`src/rtl/cache_fill_if.sv`:
```
// cache_fill_if: miss/memory/array signal bundle between a cache and its fill controller
// master: fill controller (takes miss + memory return, drives requests and array writes)
// slave: cache/memory side (drives miss + memory return, takes requests and array writes)
interface cache_fill_if #(
  parameter int ADDR_WIDTH      = 16,
  parameter int WORDS_PER_BLOCK = 8
);
  localparam int IDX = $clog2(WORDS_PER_BLOCK);
  localparam int OFF = IDX + 1;
  logic                      miss_detected;
  logic [ADDR_WIDTH-1:0]     miss_address;
  logic                      memory_data_valid;
  logic [15:0]               memory_data;
  logic                      fsm_busy;
  logic                      mem_en;
  logic [ADDR_WIDTH-1:0]     memory_address;
  logic                      write_data_array;
  logic [IDX-1:0]            data_array_word;
  logic [15:0]               data_array_wdata;
  logic                      write_tag_array;
  logic [ADDR_WIDTH-OFF-1:0] fill_tag;
  modport master (
    input  miss_detected, miss_address, memory_data_valid, memory_data,
    output fsm_busy, mem_en, memory_address, write_data_array, data_array_word,
           data_array_wdata, write_tag_array, fill_tag
  );
  modport slave (
    output miss_detected, miss_address, memory_data_valid, memory_data,
    input  fsm_busy, mem_en, memory_address, write_data_array, data_array_word,
           data_array_wdata, write_tag_array, fill_tag
  );
endinterface

```
`src/rtl/cache_fill_fsm.sv`:
```
// cache_fill_fsm: miss handler issuing one block of word reads and steering returns into the cache arrays
// clk, rst: clock, synchronous active-high reset
// bus (master): miss_detected/miss_address in, memory_data_valid/memory_data in,
//   fsm_busy, mem_en/memory_address, write_data_array/data_array_word/data_array_wdata,
//   write_tag_array/fill_tag out
module cache_fill_fsm #(
  parameter int ADDR_WIDTH      = 16,
  parameter int WORDS_PER_BLOCK = 8
) (
  input  logic         clk,
  input  logic         rst,
  cache_fill_if.master bus
);
  localparam int IDX = $clog2(WORDS_PER_BLOCK);
  localparam int OFF = IDX + 1;
  localparam logic [IDX:0]   NW   = (IDX+1)'(WORDS_PER_BLOCK);
  localparam logic [IDX-1:0] LAST = IDX'(WORDS_PER_BLOCK - 1);
  typedef enum logic {IDLE, FILL} state_t;
  state_t                    state_q;
  logic [IDX:0]              iss_q;
  logic [IDX-1:0]            rcv_q;
  logic [ADDR_WIDTH-OFF-1:0] tag_q;
  logic                      fill, issue, wr;
  always_ff @(posedge clk) begin
    if (rst) begin
      state_q <= IDLE;
      iss_q   <= '0;
      rcv_q   <= '0;
      tag_q   <= '0;
    end else if (state_q == IDLE) begin
      if (bus.miss_detected) begin
        tag_q   <= bus.miss_address[ADDR_WIDTH-1:OFF];
        iss_q   <= '0;
        rcv_q   <= '0;
        state_q <= FILL;
      end
    end else begin
      if (iss_q < NW) iss_q <= iss_q + 1'b1;
      if (bus.memory_data_valid) begin
        rcv_q <= rcv_q + 1'b1;
        if (rcv_q == LAST) state_q <= IDLE;
      end
    end
  end
  // Outputs are forced low during reset so a mid-fill rst never leaks a write.
  assign fill  = !rst && state_q == FILL;
  assign issue = fill && iss_q < NW;
  assign wr    = fill && bus.memory_data_valid;
  assign bus.fsm_busy         = fill;
  assign bus.mem_en           = issue;
  // Offset is spliced in rather than added, so the top block cannot carry out of its offset field.
  assign bus.memory_address   = issue ? {tag_q, iss_q[IDX-1:0], 1'b0} : '0;
  assign bus.write_data_array = wr;
  assign bus.data_array_word  = wr ? rcv_q : '0;
  assign bus.data_array_wdata = wr ? bus.memory_data : '0;
  assign bus.write_tag_array  = wr && rcv_q == LAST;
  assign bus.fill_tag         = fill ? tag_q : '0;
endmodule

```
`src/flat_wrapper.sv`:
```
// flat-port wrapper written by rule: the top's interface ports become plain ports
module cache_fill_fsm_flat 
#(
  parameter int ADDR_WIDTH      = 16,
  parameter int WORDS_PER_BLOCK = 8
)
  (clk, rst, bus_miss_detected, bus_miss_address, bus_memory_data_valid, bus_memory_data, bus_fsm_busy, bus_mem_en, bus_memory_address, bus_write_data_array, bus_data_array_word, bus_data_array_wdata, bus_write_tag_array, bus_fill_tag);
  cache_fill_if #(.ADDR_WIDTH(ADDR_WIDTH), .WORDS_PER_BLOCK(WORDS_PER_BLOCK)) bus_i ();
  input  logic clk;
  input  logic rst;
  input wire logic [$bits(bus_i.miss_detected)-1:0] bus_miss_detected;
  input wire logic [$bits(bus_i.miss_address)-1:0] bus_miss_address;
  input wire logic [$bits(bus_i.memory_data_valid)-1:0] bus_memory_data_valid;
  input wire logic [$bits(bus_i.memory_data)-1:0] bus_memory_data;
  output wire logic [$bits(bus_i.fsm_busy)-1:0] bus_fsm_busy;
  output wire logic [$bits(bus_i.mem_en)-1:0] bus_mem_en;
  output wire logic [$bits(bus_i.memory_address)-1:0] bus_memory_address;
  output wire logic [$bits(bus_i.write_data_array)-1:0] bus_write_data_array;
  output wire logic [$bits(bus_i.data_array_word)-1:0] bus_data_array_word;
  output wire logic [$bits(bus_i.data_array_wdata)-1:0] bus_data_array_wdata;
  output wire logic [$bits(bus_i.write_tag_array)-1:0] bus_write_tag_array;
  output wire logic [$bits(bus_i.fill_tag)-1:0] bus_fill_tag;
  assign bus_i.miss_detected = bus_miss_detected;
  assign bus_i.miss_address = bus_miss_address;
  assign bus_i.memory_data_valid = bus_memory_data_valid;
  assign bus_i.memory_data = bus_memory_data;
  assign bus_fsm_busy = bus_i.fsm_busy;
  assign bus_mem_en = bus_i.mem_en;
  assign bus_memory_address = bus_i.memory_address;
  assign bus_write_data_array = bus_i.write_data_array;
  assign bus_data_array_word = bus_i.data_array_word;
  assign bus_data_array_wdata = bus_i.data_array_wdata;
  assign bus_write_tag_array = bus_i.write_tag_array;
  assign bus_fill_tag = bus_i.fill_tag;
  cache_fill_fsm #(.ADDR_WIDTH(ADDR_WIDTH), .WORDS_PER_BLOCK(WORDS_PER_BLOCK)) u_core (.clk(clk), .rst(rst), .bus(bus_i));
endmodule
```
`config.mk`:
```
export PLATFORM = sky130hd
export DESIGN_NAME = cache_fill_fsm_flat
export DESIGN_NICKNAME = d
export VERILOG_FILES = /design/src/rtl/cache_fill_if.sv /design/src/rtl/cache_fill_fsm.sv /design/src/flat_wrapper.sv
export SDC_FILE = /design/constraint.sdc
export NUM_CORES = 1
export LEC_CHECK = 0
export ABC_CLOCK_PERIOD_IN_PS = 1260
export CAP_MARGIN = 10
export CORE_ASPECT_RATIO = 0.75
export CORE_MARGIN = 2
export CORE_UTILIZATION = 35
export CTS_BUF_LIST = sky130_fd_sc_hd__clkbuf_4
export DETAILED_ROUTE_END_ITERATION = 8
export GPL_TIMING_DRIVEN = 0
export PLACE_DENSITY = 0.8
export RECOVER_POWER = 100
export SETUP_SLACK_MARGIN = 0.15
export SYNTH_ARGS = -nofsm -noshare
export SYNTH_HDL_FRONTEND = slang
export SYNTH_SLANG_ARGS = --single-unit
```
`constraint.sdc`:
```
create_clock -name clk -period 1.26 [get_ports clk]
set_input_delay 0.252 -clock clk [delete_from_list [all_inputs] [get_ports clk]]
set_output_delay 0.252 -clock clk [all_outputs]
set_load 0.1 [all_outputs]
```
==> out/qor.yml, run 1 <==
run_status:
  run_status: "did not finish"
  stop_stage: "clock tree synthesis (4_1_cts)"
  error: "[ERROR DPL-0033] detailed placement checks failed during check placement."
die:
  num_io_pins: 87
  die_h_um: 53.5
  rows: 17
  start_util: 0.379
  die_x_um: 70.0
logic_synthesis:
  ys_seq_area_frac: 0.350
  ys_ff_latch: 20
  synth-main-ff-cell: "dfxtp_1"
  synth_cell_type_count: 28
  synth_top_area_cell: "dfxtp_1"
  synth_top_area_share: 0.350
  synth_area_mm2: 0.00114
  synth_area_per_cell_um2: 7.84
  synthCells: 146
  synth_edf_count: 0
  ys_warn_count: 0
  async_flop_share: 0
  syn-num-nets: 185
  yosys-top-cells-area: "dfxtp_1, and2_1, nand2_1"
placed_design:
  gp_congestion: 0.751
  place_hpwl_um: 2840
  port-buffer-count: 81
  pre_cts_slack_ns: -1.65
cts:
  cts_resized: 502
  root_buffer: "clkbuf_4"
  cts_setup_buffers: 17
  h-tree-depth: 1
  postCtsHoldBufs: 0
  cts_sinks: 20
  cts_made_buffers: 3
  clk_path_buf_depth: 2
cell usage after synthesis, types with 2 or more instances:
library cell and n:
and2_1 45, nand2_1 26, dfxtp_1 20, a21oi_1 14, buf_2 7, nor2_1 4
ha_1 3, a32oi_1 2, and3_1 2, buf_4 2, nand2b_1 2, o21ai_0 2
or3b_1 2
metrics by stage:
| stage | cells | area, um^2 | hold WS (ns) |
|---|---|---|---|
| 2_1_floorplan | 146 | 1300 | 0.359 |
| 3_3_place_gp | 265 | 2160 | 0.452 |
| 3_5_place_dp | 265 | 2160 | 0.458 |
kinds of logic after synthesis:
kind of cell               synth area share
and+or+nand+nor                       0.442
other                               0.00328
muxes                               0.00874
AOI/OAI and AO/OA                     0.117
buffers and inverters                0.0470
DFF                                   0.350
adders and majority gates            0.0328
==> inputs of run 2 (changes only) <==
--- a/config.mk
+++ b/config.mk
@@ -7,15 +7,12 @@
 export LEC_CHECK = 0
 export ABC_CLOCK_PERIOD_IN_PS = 1260
 export CAP_MARGIN = 10
-export CORE_ASPECT_RATIO = 0.75
-export CORE_MARGIN = 2
-export CORE_UTILIZATION = 35
-export CTS_BUF_LIST = sky130_fd_sc_hd__clkbuf_4
+export CORE_AREA = 2 2 63 65
 export DETAILED_ROUTE_END_ITERATION = 8
+export DIE_AREA = 0 0 65 67
 export GPL_TIMING_DRIVEN = 0
-export PLACE_DENSITY = 0.8
+export PLACE_DENSITY_LB_ADDON = 0.15
 export RECOVER_POWER = 100
-export SETUP_SLACK_MARGIN = 0.15
 export SYNTH_ARGS = -nofsm -noshare
 export SYNTH_HDL_FRONTEND = slang
 export SYNTH_SLANG_ARGS = --single-unit
==> run 2 against run 1 <==
  * The flow now finishes, with violations (setup timing)
  * Synthesized cell count unchanged
  * Area after synthesis unchanged
==> out/qor.yml, run 2 <==
global_route:
  grt_overflow: 0
  grt_pass1_vias: 1482
  gr-usage-all-layers: 0.223
  antenna_found_initial: 0
  grt_pass1_wl_um: 7330
  grt_max_degree: 13
layout:
  synthToLayoutAreaGrowth_pct: 153
  largest_reg_flops: 12
  fin_nets: 283
  drive_gt1_frac: 0.576
  regMostFlops: "u_core.tag_q"
  top_regs: "u_core.tag_q x12, u_core.iss_q x4, u_core.rcv_q x3"
  finalNonFillerCells: 291
  antennaDiodeCount: 0
  layout_common_cells: "buf_12, and2_4, clkdlybuf4s50_1"
  mostFrequentLayoutCell: "buf_12"
  fin_area_mm2: 0.00289
critical_path:
  startpoint: "u_core.state_q"
  cp.required_ns: 1.01
  cp_max_fo: 6
  r2r_setup_slack_ns: 0.04
  start_kind: "flip-flop"
  arrival_ns: 1.40
  crit_end: "bus_fill_tag[3]"
  slowest_stage: "dfxtp_4"
  critPathMaxStageDelay_ns: 0.37
  cp_common_cell: "buf_12"
  r2r_start: "u_core.iss_q[3]"
  r2r.worst_path.cells: 4
  path_cells: "nor2b_4 -> buf_6 -> buf_12 -> and2_4 -> buf_12"
  endpoint_kind: "output port"
  path_class: "flip-flop to output port"
  reg2reg_to: "u_core.iss_q[2]"
timing:
  fin_crit_sh: 1.31
  finalMaxSlewViolations: 0
  setup_slack_ns: -0.391
  finalHoldViolCount: 0
  fin_setup_tns_ns: -16.63
  finClkSkew_ns: 0.00766
  max_freq_ghz: 0.606
  timing.final.crit_period_ns: 1.65
  rsz0062_at_grt: "yes"
  finalSetupViolations: 50
  whs_ns: 0.313
cts:
  postCtsHoldBufs: 0  # unchanged
  h-tree-depth: 1  # unchanged
  cts_made_buffers: 3  # unchanged
  root_buffer: "clkbuf_8"
  path_clk_slew_ns: 0.07
  cts_sinks: 20  # unchanged
  insertion_delay_ns: 0.26
  cts_tree: "built"
  clk_path_buf_depth: 2  # unchanged
drt:
  first_iter_violations: 61
  drcViolationCount: 0
  vias_per_cell: 4.85
  routedWlPerCell_um: 16.5
  dr.pass1.iters: 4
  vias: 1412
  wirelength_um: 4790
  drtAntennaViolNets: 0
logic_synthesis:
  synth_area_per_cell_um2: 7.84  # unchanged
  ys_ff_latch: 20  # unchanged
  synthCells: 146  # unchanged
  synth_area_mm2: 0.00114  # unchanged
  ys_seq_area_frac: 0.350  # unchanged
  netlist_top_cells_count: "and2_1, nand2_1, dfxtp_1, a21oi_1, buf_2"
  syn-num-nets: 185  # unchanged
  synthSimpleGateAreaFrac: 0.442  # unchanged
  synth_top_family_by_area: "simple AND/OR/NAND/NOR gates"
  synth_top_area_share: 0.350  # unchanged
  synthAdderAreaFrac: 0.0328  # unchanged
  yosys-top-cells-area: "dfxtp_1, and2_1, nand2_1"
  ys_warn_count: 0  # unchanged
  async_flop_share: 0  # unchanged
  synth_compound_area_frac: 0.117  # unchanged
  synthXorXnorAreaFrac: 0  # unchanged
  synth_top_area_cell: "dfxtp_1"
  synth_cell_type_count: 28  # unchanged
  synth_most_common_cell: "and2_1"
  synth_edf_count: 0  # unchanged
  synth-main-ff-cell: "dfxtp_1"
  synthMuxAreaShare: 0.00874  # unchanged
power:
  finalPower_w: 0.00203
  total_leakage_power_nw: 1.19
  power_density_mw_per_mm2: 703
  peakVddDrop_v: 0.000636
die:
  start_util: 0.317  # -0.0616
  die_h_um: 67  # +25%
  num_io_pins: 87  # unchanged
  die_x_um: 65  # -7.2%
  rows: 22  # +5
  core_mm2: 0.00361
  die_area_mm2: 0.00436
placed_design:
  place_area_mm2: 0.00217  # +0.58%
  port-buffer-count: 81  # unchanged
  gp_congestion: 0.725  # -3.4%
  dp_cells: 275  # +3.8%
  place_hpwl_um: 2790  # -1.6%
run_status:
  violations: "setup timing"
  run_status: "finished with violations"
job:
  drv_cap: 0
hold_path:
  hold_path.class: "input port to flip-flop"
[run 2: cell counts after synthesis]
Identical to the previous run, type by type.
[run 2: cell families after synthesis]
logic type	Yosys count
other	1
muxes	1
adders and majority gates	3
buffers and inverters	10
and+or+nand+nor	89
AOI/OAI and AO/OA	22
DFF	20
[run 2: cell type report]
class | count | area (um^2)
clock inverters | 1 | 30.0
fillers | 213 | 714
repair buffers | 92 | 1390
inverters | 1 | 3.75
clock buffers | 3 | 41.3
plain buffers | 9 | 104
flip-flops and latches | 20 | 415
multi-input cells | 117 | 847
well taps | 48 | 60.1
[run 2: critical path, delay by kind of cell (launching register included)]
| kind | cells | cell delay [ns] |
|---|---|---|
| buffers and inverters | 3 | 0.42 |
| DFF | 1 | 0.37 |
| and+or+nand+nor | 2 | 0.35 |
[run 2: how the worst min path moves through the flow]
stage | start | end | slack (ns) | cells after the start
2_1_floorplan | bus_memory_data_valid | u_core.state_q | 0.36 | 1
3_3_place_gp | u_core.tag_q[11] | u_core.tag_q[11] | 0.45 | 2
3_5_place_dp | u_core.tag_q[6] | u_core.tag_q[6] | 0.46 | 2
4_1_cts | u_core.tag_q[6] | u_core.tag_q[6] | 0.47 | 2
5_1_grt | bus_memory_data_valid | u_core.state_q | 0.33 | 2
6_report | bus_memory_data_valid | u_core.state_q | 0.31 | 2
[run 2: timing repair]
action / CTS / global route
pin swaps: 8 / 4
buffers inserted: 7 / 4
resized for setup: 470 / 20
gates cloned: 2 / 0
endpoints found under the setup margin: 61 / 63
[run 2: power breakdown]
group | internal, W | switching [W]
sequential | 0.000659 | 0.0000286
combinational | 0.000307 | 0.000390
clock | 0.000424 | 0.000225
total | 0.00139 | 0.000643
[run 2: through the flow]
step / setup slack, ns / util
final: -0.391 / 0.802
after global routing: -0.440 / 0.802
after CTS: -0.388 / 0.789
after detailed placement: -1.66 / 0.602
after global placement: -1.64 / 0.602
after floorplan: -0.171 / -
[run 2: layer usage]
layer | share of wire | routed length [um] | GRT usage | up-vias
li1 | - | - | - | 673
met1 | 0.38 | 1820 | 0.230 | 686
met2 | 0.56 | 2690 | 0.439 | 45
met3 | 0.047 | 225 | 0.0507 | 8
met4 | 0.012 | 57 | 0.0718 | 0
met5 | 0 | 0 | 0 | -
Power figures use the tool's default switching activity.
==> inputs of run 3 (changes only) <==
--- a/config.mk
+++ b/config.mk
@@ -7,9 +7,11 @@
 export LEC_CHECK = 0
 export ABC_CLOCK_PERIOD_IN_PS = 1260
 export CAP_MARGIN = 10
-export CORE_AREA = 2 2 63 65
+export CELL_PAD_IN_SITES_DETAIL_PLACEMENT = 1
+export CELL_PAD_IN_SITES_GLOBAL_PLACEMENT = 1
+export CORE_MARGIN = 2
+export CORE_UTILIZATION = 22
 export DETAILED_ROUTE_END_ITERATION = 8
-export DIE_AREA = 0 0 65 67
 export GPL_TIMING_DRIVEN = 0
 export PLACE_DENSITY_LB_ADDON = 0.15
 export RECOVER_POWER = 100
==> run 3 against run 2 <==
  * The flow still finishes with violations (setup timing)
  * Global-route usage fell by 4.0 points
  * Utilization fell by 22 points
  * Sequential share of layout area down 0.65 points
  * Hold slack lost 0.011 ns
  * Register-to-register slack worse by 0.05 ns
  * Design area rose by 2.9%
  * Critical endpoint is now bus_memory_address[4]
  * Worst setup slack got worse by 0.038 ns
  * Clock skew down 0.0041 ns
  * Non-clock buffer count rose by 4
  * Critical path type unchanged
  * Combinational power increased by 4.3%
  * Flip-flop and latch count did not move
==> out/qor.yml, run 3 (same netlist as run 2, synthesis figures left out) <==
hold_path:
  hold_path.class: "input port to flip-flop"
critical_path:
  cp.required_ns: 1.01  # about the same
  cp_top_family: "buffers and inverters"
  slowest_stage: "dfxtp_4"
  start_kind: "flip-flop"
  critical_path_buf_inv_count: 3  # unchanged
  path_cells: "nor3b_4 -> buf_6 -> clkbuf_16 -> and2_4 -> buf_12"
  critPathMaxStageDelay_ns: 0.38  # about the same
  path_class: "flip-flop to output port"
  endpoint_kind: "output port"
  arrival_ns: 1.44  # +0.04 ns
  cp_max_fo: 6  # unchanged
cts:
  h-tree-depth: 1  # unchanged
  clk_path_buf_depth: 2  # unchanged
  root_buffer: "clkbuf_8"
  cts_sinks: 20  # unchanged
  cts_made_buffers: 3  # unchanged
  cts_tree: "built"
  path_clk_slew_ns: 0.07  # about the same
  insertion_delay_ns: 0.27  # about the same
job:
  drv_cap: 0  # unchanged
die:
  die_x_um: 76.1  # +17%
  die_h_um: 76.1  # +14%
  start_util: 0.226  # -0.0919
  num_io_pins: 87  # unchanged
  core_mm2: 0.00507  # +41%
  rows: 26  # +18%
  die_area_mm2: 0.00580  # +33%
global_route:
  grt_overflow: 0  # unchanged
  grt_max_degree: 11  # -2
  grt_pass1_vias: 1486  # +0.27%
  gr-usage-all-layers: 0.183  # -0.0405
  antenna_found_initial: 0  # unchanged
  met2_usage: 0.337  # -0.103
  grt_pass1_wl_um: 8270  # +13%
  grt_use_met3: 0.0308  # -0.0199
  grtUsageMet1: 0.212  # -0.0185
  grt-busiest-layer: "met2"
drt:
  vias_per_cell: 4.38  # -9.8%
  routedWlPerCell_um: 16.2  # -1.4%
  first_iter_violations: 46  # -25%
  wirelength_um: 5110  # +6.7%
  drtAntennaViolNets: 0  # unchanged
  drcViolationCount: 0  # unchanged
  vias: 1379  # -2.3%
  dr.pass1.iters: 4  # unchanged
layout:
  antennaDiodeCount: 0  # unchanged
  regMostFlops: "u_core.tag_q"
  fin_nets: 286  # +1.1%
  top_regs: "u_core.tag_q x12, u_core.iss_q x4, u_core.rcv_q x3"
  fin_area_mm2: 0.00297  # +2.9%
  drive_gt1_frac: 0.563  # -0.0129
  mostFrequentLayoutCell: "buf_12"
  synthToLayoutAreaGrowth_pct: 160
  final_core_util: 0.586  # -0.216
  layout_common_cells: "buf_12, and2_4, clkdlybuf4s50_1"
  largest_reg_flops: 12  # unchanged
power:
  total_leakage_power_nw: 1.22  # +2.4%
  power_density_mw_per_mm2: 623  # -11%
  peakVddDrop_v: 0.000356  # -44%
timing:
  rsz0062_at_grt: "yes"
  setup_slack_ns: -0.429  # -0.0383 ns
  fin_crit_sh: 1.34  # +0.0304
  finalHoldViolCount: 0  # unchanged
  max_freq_ghz: 0.592  # -2.3%
  timing.final.crit_period_ns: 1.69  # +0.0383 ns
  finalSetupViolations: 51  # +2.0%
  finClkSkew_ns: 0.00359  # -0.00408 ns
  finalMaxSlewViolations: 0  # unchanged
placed_design:
  port-buffer-count: 81  # unchanged
  place_hpwl_um: 3120  # +12%
  place_area_mm2: 0.00220  # +1.3%
  gp_congestion: 0.738  # +1.8%
run_status:
  run_status: "finished with violations"
  violations: "setup timing"
==> run 3: changes by cell type in the layout (fill, tap and decap cells not counted), sizes merged <==
| cell | before | now |
|---|---|---|
| clkbuf | 5 | 6 |
| buf | 69 | 72 |
| nor2 | 6 | 5 |
| bufinv | 1 | 0 |
==> run 3: per-stage QoR <==
step           power (W)  hold WS, ns  TNS (ns)  std cells  setup WS, ns
3_5_place_dp     0.00127        0.459    -89.68        297         -1.72
4_1_cts          0.00184        0.476    -18.87        310        -0.414
5_1_grt          0.00194        0.325    -22.31        315        -0.483
6_report         0.00185        0.302    -19.05        315        -0.429
2_1_floorplan    0.00107        0.359     -6.47        146        -0.171
3_3_place_gp     0.00126        0.455    -89.27        297         -1.72
==> run 3: layout make-up <==
class,count,area (um^2)
fillers,547,2100
repair buffers,96,1500
multi-input cells,116,833
flip-flops and latches,20,408
plain buffers,9,97.6
well taps,70,87.6
clock buffers,3,41.3
inverters,1,3.75
==> run 3: worst register-to-register path: cells and delay by family (launching register included) <==
family,cells,cell delay (ns)
mux,1,0.32
buf+inv,1,0.17
simple gates,1,0.09
compound gates,1,0.23
flops,1,0.38
==> run 3: where the power goes <==
part | internal, W | leakage (nW) | total [W] | switching (W)
Clock | 0.000214 | 0.0216 | 0.000435 | 0.000221
Sequential | 0.000662 | 0.166 | 0.000689 | 0.0000274
Combinational | 0.000334 | 1.04 | 0.000727 | 0.000393
Total | 0.00121 | 1.22 | 0.00185 | 0.000642
==> run 3: worst paths after layout <==
path | endpoint | slack, ns | from | cells after the start
worst max-delay path | bus_memory_address[4] | -0.43 | u_core.state_q | 5
worst min-delay path | u_core.state_q | 0.30 | bus_memory_data_valid | 2
worst max register to register | u_core.rcv_q[0] | -0.01 | u_core.state_q | 4
worst min register to register | u_core.tag_q[5] | 0.47 | u_core.tag_q[5] | 2
==> run 3: what timing repair did <==
action	CTS	global route
endpoints found under the hold margin	0	0
cloned	1	1
setup buffers	9	5
endpoints found under the setup margin	65	63
hold buffers	0	0
pin swaps	3	2
gates resized for setup	482	12
==> run 3: per-layer routing <==
layer  routed length [um]  share of wire
met1                 2110           0.41
met5                    0              0
met4                   72          0.014
met3                  215          0.042
met2                 2710           0.53
==> patch 1 (settings of run 3) <==
`WORDS_PER_BLOCK` is set to 8 in 3 places; all go to 4.
--- a/src/rtl/cache_fill_if.sv
+++ b/src/rtl/cache_fill_if.sv
@@ -4,5 +4,5 @@
 interface cache_fill_if #(
   parameter int ADDR_WIDTH      = 16,
-  parameter int WORDS_PER_BLOCK = 8
+  parameter int WORDS_PER_BLOCK = 4
 );
   localparam int IDX = $clog2(WORDS_PER_BLOCK);
--- a/src/rtl/cache_fill_fsm.sv
+++ b/src/rtl/cache_fill_fsm.sv
@@ -6,5 +6,5 @@
 module cache_fill_fsm #(
   parameter int ADDR_WIDTH      = 16,
-  parameter int WORDS_PER_BLOCK = 8
+  parameter int WORDS_PER_BLOCK = 4
 ) (
   input  logic         clk,
--- a/src/flat_wrapper.sv
+++ b/src/flat_wrapper.sv
@@ -3,5 +3,5 @@
 #(
   parameter int ADDR_WIDTH      = 16,
-  parameter int WORDS_PER_BLOCK = 8
+  parameter int WORDS_PER_BLOCK = 4
 )
   (clk, rst, bus_miss_detected, bus_miss_address, bus_memory_data_valid, bus_memory_data, bus_fsm_busy, bus_mem_en, bus_memory_address, bus_write_data_array, bus_data_array_word, bus_data_array_wdata, bus_write_tag_array, bus_fill_tag);
Ports: changed (resized bus_data_array_word and bus_fill_tag); port bits go from 87 to 87. No check against the original RTL was run, so the function may have changed too.
==> patch 1 against run 3 <==
  * The run still ends with setup timing left
  * Power rose by 3.9%
  * Synthesized area decreased by 3.6%
  * Sequential cell count decreased by 1
  * Design area increased by 2.9%
  * Wire length rose by 14%
  * Worst setup slack worse by 0.050 ns
  * Sequential share of layout area is 1.2 points lower
  * Combinational power increased by 14%
==> patch 1: results (changes against run 3) <==
status: "complete, but fails checks"
violations: "setup timing"
drt_iter0_drc: 41  # -11%
ir_drop_uv: 416  # +17%
gr-usage-all-layers: 0.197  # +0.0148
wire_per_inst_um: 18.4  # +13%
finClkSkew_ns: 0.00265  # -0.000935 ns
arrival_ns: 1.49  # +0.05 ns
layout.nets: 288  # +0.70%
ys_top_cells_by_area: "dfxtp_1, and2_1, and3_1"
setup_viol_count_final: 50  # -2.0%
totalNegativeSetupSlack_ns: -20.27  # -1.22 ns
synthTopCellsByCount: "and2_1, nand2_1, and3_1, dfxtp_1, a21oi_1"
clk_pin_slew_ns: 0.08
crit_path_max_fanout: 5  # -1
yosysSeqAreaShare: 0.345  # -0.00506
crit_slowest_cell: "dfxtp_2"
synthCells: 143  # -2.1%
portBuffers: 82  # +1.2%
layout.cells.non_filler: 316  # +0.32%
gp_congestion: 0.723  # -2.0%
grt_pass1_wl_mm: 8.26  # about the same
dpl.hpwl_mm: 3.33  # +6.8%
setup_ws_ns: -0.480  # -0.0501 ns
grt_pass1_vias: 1559  # +4.9%
dpl-instance-area_mm2: 0.00217  # -1.3%
critPathMaxStageDelay_ns: 0.33  # -0.05 ns
largestRegisters: "u_core.tag_q x13, u_core.iss_q x3, u_core.rcv_q x2"
drive_above_1_share: 0.570  # +0.00702
leakage_nw: 1.27  # +3.9%
min_path_type: "register to register"
cp_top_family: "simple AND/OR/NAND/NOR gates"
clkLatencyLatePin_ns: 0.25  # -0.02 ns
vias: 1420  # +3.0%
synth.net_count: 181  # -2.2%
patch 1: cell types whose count changed after synthesis, sizes merged, moves of 2 or more:
| cell | run 3 | this run |
|---|---|---|
| and3 | 2 | 19 |
| a21oi | 14 | 17 |
| a32oi | 2 | 0 |
| and2 | 45 | 30 |
| nor3b | 2 | 0 |
| nor2 | 5 | 2 |
| clkbuf | 0 | 4 |
patch 1: final cells by class:
type / instances / area (um^2)
Buffer: 12 / 154
Clock buffer: 3 / 41.3
Multi-Input combinational cell: 111 / 825
Sequential cell: 19 / 382
Tap cell: 67 / 83.8
Fill cell: 491 / 1730
Clock inverter: 1 / 5.00
Timing Repair Buffer: 102 / 1570
Inverter: 1 / 3.75
patch 1: path summary, 6_finish.rpt:
path,slack [ns],cells after the start,startpoint,end
setup reg to reg,0.03,6,u_core.state_q,u_core.iss_q[2]
hold / removal,0.47,2,u_core.tag_q[6],u_core.tag_q[6]
setup / recovery,-0.48,6,u_core.state_q,bus_memory_address[13]
hold reg to reg,0.47,2,u_core.tag_q[6],u_core.tag_q[6]
patch 1: power breakdown:
part	total [mW]	internal (mW)	switching, mW
registers	0.661	0.633	0.0285
logic	0.830	0.390	0.440
clock network	0.434	0.220	0.214
total	1.93	1.24	0.683
patch 1: logic make-up (layout without fill, tap and decap cells):
family | count (synthesis) | in the layout | synth area share
and+or+nand+nor | 85 | 85 | 0.442
AOI/OAI and AO/OA | 23 | 23 | 0.112
DFF | 19 | 19 | 0.345
buffers and inverters | 13 | 119 | 0.0748
adders and majority gates | 2 | 2 | 0.0227
other | 1 | 1 | 0.00340
patch 1: through the flow:
stage	worst slack (ns)	hold slack (ns)
finish	-0.480	0.475
global route	-0.540	0.507
CTS	-0.482	0.475
detailed placement	-1.81	0.464
global placement	-1.77	0.455
floorplan	-0.243	0.388
patch 1: repair_timing:
item | CTS | global route
setup buffers | 8 | 10
endpoints found under the setup margin | 55 | 65
resized for setup | 472 | 16
cloned | 2 | 2
pin swaps | 0 | 2
patch 1: worst reg2reg max path, stage by stage, from the launching register on:
cell and delay, ns:
dfxtp_2 0.33, buf_4 0.14, buf_8 0.13, nand2b_4 0.17, buf_8 0.15, a22oi_1 0.14, nor2_1 0.07
patch 1: layer usage:
layer	global-route usage	vias up	share of wire
met1	0.218	688	0.38
met5	0	-	0
met2	0.388	38	0.57
met4	0.0536	0	0.014
li1	-	686	-
met3	0.0268	8	0.032
==> patch 2 (flow settings as in run 3) <==
Made on the original files. Make the reset (`rst`) asynchronous in one clocked block. Comments in the files are not updated.
--- a/src/rtl/cache_fill_fsm.sv
+++ b/src/rtl/cache_fill_fsm.sv
@@ -22,5 +22,5 @@
   logic [ADDR_WIDTH-OFF-1:0] tag_q;
   logic                      fill, issue, wr;
-  always_ff @(posedge clk) begin
+  always_ff @(posedge clk or posedge rst) begin
     if (rst) begin
       state_q <= IDLE;
Function: same outputs for any inputs over 10 cycles, from zero or initial values and one cycle with rst high; that may be too few to reach the edited logic, so the function may still have changed.
==> patch 2 against run 3 <==
  * Worst hold slack worse by 0.077 ns
  * Highest routed layer unchanged
  * Sequential cell count did not move
  * The flow still finishes with violations (setup timing)
  * Utilization grew 5.8 points
  * Worst setup slack got worse by 0.020 ns
  * Critical path type unchanged
  * Synthesized area up 3.3%
  * Design area is 11% higher
  * Wire length increased by 16%
Power is left out: it rests on default switching activity, and per cell area and clock period it moved more than threefold.
==> patch 2: results (changes against run 3) <==
critPathMaxStageDelay_ns: 0.38  # about the same
gp_congestion: 0.735  # -0.49%
min_path_type: "primary input to asynchronous set/reset pin"
worst_pin_slew_ns: 0.858
wl_met2_mm: 3.32  # +22%
wire_per_inst_um: 19.9  # +22%
violations: "setup timing"
crit_slowest_cell: "dfrtp_1"
r2r-end: "u_core.tag_q[3]"
grt_antenna_before_repair: 0  # unchanged
ys_warn_count: 0  # unchanged
status: "complete, but fails checks"
cts-root-buf: "clkbuf_8"
crit_path_max_fanout: 5  # -1
synthFlopType: "dfrtp_1"
yosysSeqAreaShare: 0.423  # +0.0736
grt_max_degree: 21  # +10
critPathCapture: "bus_fill_tag[3]"
reg2reg_setup_slack_ns: -0.32  # -0.31 ns
ys_top_cells_by_area: "dfrtp_1, and3_1, mux2_2"
cap_violations: 0  # unchanged
h-tree-depth: 1  # unchanged
yosys.cell_types.count: 22  # -21%
synth-edff-count: 0  # unchanged
n_fill_cell: 488  # -11%
wl_met3_um: 454  # +110%
dr.max_layer_used: "met4"
overflow: 0  # unchanged
reg2reg_depth: 7  # +3
drt_iter0_drc: 22  # -52%
numCtsBuffers: 3  # unchanged
drive_above_1_share: 0.693  # +0.130
setup_viol_count_final: 70  # +37%
finClkSkew_ns: 0.00528  # +0.00169 ns
worstReg2RegStart: "u_core.state_q"
synth.net_count: 160  # -14%
wl_met1_mm: 2.10  # -0.33%
synthTopCellsByCount: "and3_1, dfrtp_1, and2_1"
crit_start: "u_core.state_q"
setup_ws_ns: -0.450  # -0.0204 ns
grt_pass1_wl_mm: 8.89  # +7.5%
gr-usage-all-layers: 0.189  # +0.00673
n_antenna_cell: 0  # unchanged
dpl-instance-area_mm2: 0.00229  # +4.3%
portBuffers: 81  # unchanged
firstDrtPassIters: 2  # -2
clk_pin_slew_ns: 0.08
cts_buffer_depth: 2  # unchanged
largestRegisters: "u_core.tag_q x12, u_core.iss_q x4, u_core.rcv_q x3"
dpl.hpwl_mm: 3.40  # +8.8%
grt_pass1_vias: 1571  # +5.7%
vias_per_cell: 4.63  # +5.7%
clkLatencyLatePin_ns: 0.27  # about the same
arrival_ns: 1.46  # +0.02 ns
layout.nets: 268  # -6.3%
cp_top_family: "buffers and inverters"
synthArstFlopShare: 1.00  # +1.00
-- patch 2: cell count changes after synthesis, moves of 4 or more --
cell             run 3  this run
dfrtp_1              0        20
inv_1                1         5
nand2_1             26         4
a21oi_1             14         2
mux2_2               0        12
and2_1              45        13
clkbuf_1             0         5
buf_2                7         3
dfxtp_1             20         0
and3_1               2        35
-- patch 2: per-layer routing --
metal  global-route usage  vias up
li1                     -      635
met1                0.217      669
met2                0.344       71
met3               0.0588        4
met4               0.0375        0
met5                    0        -
-- patch 2: cells by family (layout without fill, tap and decap cells) --
logic type,after synthesis,in the layout,share of synthesized area
DFF,20,20,0.423
AOI/OAI and AO/OA,9,9,0.0497
adders and majority gates,3,3,0.0317
muxes,14,14,0.131
other,1,1,0.00317
buffers and inverters,16,123,0.0635
and+or+nand+nor,58,58,0.297
-- patch 2: through the flow --
stage	worst slack [ns]	setup TNS (ns)	hold WS [ns]	instances	utilization
after floorplan	-0.199	-7.76	0.216	121	-
after global placement	-1.68	-86.30	0.508	272	0.446
after detailed placement	-1.70	-88.73	0.518	272	0.446
after CTS	-0.459	-23.49	0.363	290	0.615
after global routing	-0.478	-26.88	0.307	298	0.644
final	-0.450	-24.68	0.225	298	0.644
-- patch 2: final cells by class --
type                       count  area (um^2)  area share
inverter                       5         21.3     0.00643
sequential                    20          500       0.151
tap                           70         87.6      0.0265
clock inverter                 1         30.0     0.00907
multi-input combinational     85          887       0.268
timing repair buffer         105         1620       0.489
buffer                         9          124      0.0374
clock buffer                   3         41.3      0.0125
-- patch 2: timing repair --
item                                    in CTS  in global routing
gates cloned                                 5                  0
hold buffers                                 0                  0
endpoints found under the setup margin      59                 67
hold endpoints to repair                     0                  0
pin swaps                                    3                  9
resized for setup                          486                 26
buffers inserted                            11                  9
